**src/rtl/serial_adder_ctrl.sv**
```systemverilog
// Bit-serial WIDTH-bit adder: one full-adder cell walks the operands LSB-first, one bit per clock.
// Define SERIAL_ADDER_SUB_EN to add the 'sub' input (A - B via ~B and a forced carry-in of 1).
module serial_adder_ctrl #(
    parameter  int WIDTH = 8,
    localparam int CNT_W = $clog2(WIDTH) + 1
) (
    input  logic             clk,
    input  logic             rst_n,
    input  logic             start,
    input  logic [WIDTH-1:0] a,
    input  logic [WIDTH-1:0] b,
    input  logic             cin,
`ifdef SERIAL_ADDER_SUB_EN
    input  logic             sub,
`endif
    output logic             busy,
    output logic             done,
    output logic [WIDTH-1:0] sum,
    output logic             cout
);

    typedef enum logic [1:0] {
        ST_IDLE  = 2'd0,
        ST_SHIFT = 2'd1,
        ST_DONE  = 2'd2
    } state_t;

    // Single shared 1-bit full adder; returns {carry, sum}.
    function automatic logic [1:0] fa_cell(input logic i_x, input logic i_y, input logic i_c);
        fa_cell = {(i_x & i_y) | (i_x & i_c) | (i_y & i_c), i_x ^ i_y ^ i_c};
    endfunction

    state_t             r_state;
    state_t             w_state_nxt;
    logic [WIDTH-1:0]   r_a;
    logic [WIDTH-1:0]   r_b;
    logic [WIDTH-2:0]   r_res;
    logic               r_carry;
    logic [CNT_W-1:0]   r_cnt;
    logic               r_busy;
    logic               r_done;
    logic [WIDTH-1:0]   r_sum;
    logic               r_cout;

    logic               w_load;
    logic               w_step;
    logic               w_last;
    logic               w_busy_nxt;
    logic               w_done_nxt;
    logic [1:0]         w_fa;
    logic [WIDTH-1:0]   w_res_nxt;
    logic [WIDTH-1:0]   w_b_load;
    logic               w_c_load;

    // Operand conditioning for the load edge.
`ifdef SERIAL_ADDER_SUB_EN
    assign w_b_load = sub ? ~b : b;
    assign w_c_load = sub ? 1'b1 : cin;
`else
    assign w_b_load = b;
    assign w_c_load = cin;
`endif

    assign w_fa      = fa_cell(r_a[0], r_b[0], r_carry);
    assign w_res_nxt = {w_fa[0], r_res};

    // State register.
    always_ff @(posedge clk) begin
        if (!rst_n) begin
            r_state <= ST_IDLE;
        end else begin
            r_state <= w_state_nxt;
        end
    end

    // Next-state logic.
    always_comb begin
        w_state_nxt = r_state;
        case (r_state)
            ST_IDLE: begin
                if (start) begin
                    w_state_nxt = ST_SHIFT;
                end else begin
                    w_state_nxt = ST_IDLE;
                end
            end
            ST_SHIFT: begin
                if (r_cnt == CNT_W'(WIDTH - 1)) begin
                    w_state_nxt = ST_DONE;
                end else begin
                    w_state_nxt = ST_SHIFT;
                end
            end
            ST_DONE: begin
                if (start) begin
                    w_state_nxt = ST_SHIFT;
                end else begin
                    w_state_nxt = ST_IDLE;
                end
            end
            default: begin
                w_state_nxt = ST_IDLE;
            end
        endcase
    end

    // Control strobes and next values of the registered status outputs.
    always_comb begin
        w_load     = 1'b0;
        w_step     = 1'b0;
        w_last     = 1'b0;
        w_busy_nxt = 1'b0;
        w_done_nxt = 1'b0;
        case (r_state)
            ST_IDLE, ST_DONE: begin
                w_load     = start;
                w_busy_nxt = start;
            end
            ST_SHIFT: begin
                w_step = 1'b1;
                if (r_cnt == CNT_W'(WIDTH - 1)) begin
                    w_last     = 1'b1;
                    w_done_nxt = 1'b1;
                end else begin
                    w_busy_nxt = 1'b1;
                end
            end
            default: begin
                w_load = 1'b0;
            end
        endcase
    end

    // Operand shifters, carry flop, partial result and bit counter.
    always_ff @(posedge clk) begin
        if (!rst_n) begin
            r_a     <= {WIDTH{1'b0}};
            r_b     <= {WIDTH{1'b0}};
            r_res   <= {(WIDTH-1){1'b0}};
            r_carry <= 1'b0;
            r_cnt   <= {CNT_W{1'b0}};
        end else if (w_load) begin
            r_a     <= a;
            r_b     <= w_b_load;
            r_res   <= {(WIDTH-1){1'b0}};
            r_carry <= w_c_load;
            r_cnt   <= {CNT_W{1'b0}};
        end else if (w_step) begin
            r_a     <= {1'b0, r_a[WIDTH-1:1]};
            r_b     <= {1'b0, r_b[WIDTH-1:1]};
            r_res   <= w_res_nxt[WIDTH-1:1];
            r_carry <= w_fa[1];
            r_cnt   <= r_cnt + CNT_W'(1);
        end else begin
            r_cnt   <= r_cnt;
        end
    end

    // Result is published only on the completing edge, so no partial sums leak out.
    always_ff @(posedge clk) begin
        if (!rst_n) begin
            r_busy <= 1'b0;
            r_done <= 1'b0;
            r_sum  <= {WIDTH{1'b0}};
            r_cout <= 1'b0;
        end else begin
            r_busy <= w_busy_nxt;
            r_done <= w_done_nxt;
            if (w_last) begin
                r_sum  <= w_res_nxt;
                r_cout <= w_fa[1];
            end else begin
                r_sum  <= r_sum;
            end
        end
    end

    assign busy = r_busy;
    assign done = r_done;
    assign sum  = r_sum;
    assign cout = r_cout;

endmodule

```
**config.mk**
```make
export PLATFORM = sky130hd
export DESIGN_NAME = serial_adder_ctrl
export DESIGN_NICKNAME = d
export VERILOG_FILES = /design/src/rtl/serial_adder_ctrl.sv
export SDC_FILE = /design/constraint.sdc
export NUM_CORES = 1
export LEC_CHECK = 0
export CORE_AREA = 10 10 90 72
export CTS_CLUSTER_SIZE = 25
export DETAILED_ROUTE_END_ITERATION = 10
export DIE_AREA = 0 0 100 82
export DONT_BUFFER_PORTS = 1
export PLACE_DENSITY = 0.52
export SETUP_SLACK_MARGIN = 0.15
export SYNTH_ARGS = -nofsm -noshare
export SYNTH_HDL_FRONTEND = slang
export SYNTH_SLANG_ARGS = --single-unit
```
**constraint.sdc**
```tcl
create_clock -name clk -period 1.5 [get_ports clk]
set_input_delay 0.15 -clock clk [delete_from_list [all_inputs] [get_ports clk]]
set_output_delay 0.15 -clock clk [all_outputs]
set_load 0.01 [all_outputs]
```
==> results.md <==
* CP Capture Type: register
* Hold Crit Class: input port to register
* CTS max path bufs at 2
* Area Overhead vs Synth at 16.4%
* R2r startpoint: r_cnt[0]
* CP endpoint: sum[6]
* Core Box Area at 0.00476 sq mm
* Fin crit share at roughly 83%
* Die ar. at a little over 0.008 sq mm
* Seq cells post-synth at 40
* Worst reg-to-reg setup slack at between 200 and 300 ps
* Fin nets at between 200 and 250
* Max capacitance violation total at 0
* Post-DP HPWL at roughly 2400 um
* Compound-Gate Fraction of Synth Area at 14.9%
* Number of DRC markers in iteration 0 at 45
* CP startpoint: r_cnt[0]
* Hold path depth at 2
* Worst vdd ir at 0.416 mV
* TNS Setup at 0 ps
* Antenna cell count at 0
* Seq/Total Area, Yosys at 49.7%
* Net Count, Synth at 216
* Vias per cell at between 5 and 6
* Most frequent cells in the layout: 67 x nand2_1, 39 x dfxtp_1, 15 x o21ai_0
* Critical Path AT at about 1500 ps
* Final min period at 1240 ps
* Placer Congestion at approximately 0.71
* Avg WL per Cell at 14.3 um
* Crit start category: register
* GR Util All Layers at a little under a tenth
* # IOs at 31
* Synth area leader: dfxtp_1
* Rows at 22
* Yosys warnings at 0
* Largest net degree at the start of global routing at 26
* Post-synth top area share at 49.7%
* GRT overflow at 0
* Post-Syn Area at between 0.0015 and 0.002 sq mm
* Initial Util at 33.9%
* H-tree Lvls at 2
* Least-Margin Pin Slew at between 700 and 800 ps
* Slew Viols, Final at 0
* Synth Instances at a little under 200
* Share of post-route cells with drive strength above 1 at 8.91%
* Commonest non-fill, non-tap cell in the layout: nand2_1
* CTS Buf Count at 5
* Synth unique cells at 26
* Largest family of logic cells by synthesized area: simple AND/OR/NAND/NOR gates
* Post-Synth XOR/XNOR Area at under 10%
* First-pass GRT wire length at about 6000 um
* Routed WL at around 3700 um
* CP Class: register to register
* Layout Skew at 12.1 ps
* RSZ-0062 raised after global routing: false
* Initial antenna violation count at 0
* Port Buffers at 0
* Final hold vios at 0
* R2r worst-path depth at 5
* Final setup fails at 0
* Drc violations at 0
* Leak pwr at approximately 0.63 nW
* DRT Pass-1 Iters at 4
* CTS Root Cell: clkbuf_8
* Vias at between 1000 and 1500
* Syn Area/Cell at just over 8 sq um
* Die height at slightly above 80 um
* Number of global-route vias before repair at approximately 1200
* Worst R2R End: sum[6]
* Max_slew headroom at 50.8%
* Data required time of the critical path at ~1700 ps
* Worst skew pair latency at around 300 ps
* Cell area power density at about 1200 mW/mm^2
* Post-Synth Adder-Cell Area at between 2 and 2.5%
* Max FO, Critical Path at 6
* Status: finished, final reports clean
* Detail Route Antenna Nets at 0
* Clock transition at path regs at ~80 ps
* Area after DPL at around 0.0017 sq mm
* Mux contribution to synthesized area at ~5.6%
* Die W at 100 um
* Fill cells at around 490
* # placed instances at around 250
* Final Non-Filler Cells at roughly 260
* Clk sinks at 40
* Post-Synth Simple-Gate Area at between 20 and 25%
* TritonCTS clock tree: built
* Top cells by area, synth: dfxtp_1 50%, nand2_1 16%, mux2i_1 5.6%
* Max frequency at between 800 and 900 MHz
* Final Cell Area at 0.00188 sq mm
## worst min-delay path by stage
stage	start	slack (ps)	end
floorplan	b[7]	280	r_b[7]
global placement	rst_n	280	r_state[1]
detailed placement	rst_n	280	r_b[7]
CTS	rst_n	0.9	sum[0]
global route	rst_n	2	sum[2]
finish	a[7]	6	r_a[7]
## flip-flops by register name, summed over array words and instances, names as in the netlist
name and cells:
r_b 8, r_carry 1, r_cnt 4, r_a 8, r_state 2, cout 1, done 1, r_res 7
sum 8
## cells in the mapped netlist
cell type,number
a21boi_0,2
ha_1,1
nand3b_1,2
nor2b_1,1
a31oi_1,14
xor2_1,1
mux2i_1,9
and2b_1,2
dfxtp_1,40
a21oi_1,11
or3_1,1
buf_4,3
clkbuf_1,4
buf_2,6
a22oi_1,1
and2_1,2
nand3_1,3
buf_6,1
nor2_1,2
fa_1,1
nand2_1,67
nand2b_1,2
o21ai_0,15
xnor2_1,1
nor2_2,1
clkbuf_2,1
## where the power goes
group / switching [mW] / total (mW) / internal, mW
Sequential: 0.0295 / 1.14 / 1.11
Combinational: 0.112 / 0.186 / 0.0735
Clock: 0.379 / 0.966 / 0.587
Total: 0.521 / 2.29 / 1.77
## cells by family (layout without fill, tap and decap cells)
logic type               after synthesis  in the layout
AND/OR/NAND/NOR                       83             83
AO/OA/AOI/OAI                         43             43
flip-flops                            40             40
buffers and inverters                 15             23
multiplexers                           9              9
adder cells (fa/ha/maj)                2              2
XOR/XNOR                               2              2
## what timing repair did
action / 4_1_cts / 5_1_grt
resized for setup: 0 / 2
setup buffers: 0 / 0
hold buffers: 7 / 0
setup endpoints to repair: 0 / 17
hold endpoints to repair: 25 / 0
## stage by stage
step / utilization, % / hold slack, ps / worst slack [ps] / total power [mW]
detailed placement: 35.2 / 279 / 259 / 1.34
floorplan: - / 282 / 320 / 1.30
finish: 39.4 / 6.06 / 261 / 2.29
CTS: 39.3 / 0.856 / 176 / 2.31
global placement: 35.2 / 278 / 284 / 1.33
global route: 39.4 / 2.31 / 170 / 2.38
## layout make-up
type / count / area, sq um / area share (%)
Clock buffer: 7 / 96.3 / 5.13
Timing Repair Buffer: 15 / 145 / 7.73
Multi-Input combinational cell: 139 / 728 / 38.8
Tap cell: 60 / 75.1 / 4.00
Sequential cell: 40 / 802 / 42.7
Clock inverter: 1 / 30.0 / 1.60
## worst max-delay path, stage by stage (launching register included)
cell	delay (ps)
dfxtp_1	380
ha_1	180
nand3b_1	110
nor2_2	130
buf_4	180
mux2i_1	190
## routing by layer
| layer | vias up | part of all wire [%] | global-route usage [%] |
|---|---|---|---|
| met1 | 621 | 49 | 11.6 |
| li1 | 660 | - | - |
| met4 | 0 | 2.6 | 5.92 |
| met2 | 24 | 44 | 14.5 |
| met3 | 8 | 4.6 | 2.68 |
| met5 | - | 0 | 0 |
(Power assumes the default switching activity.)
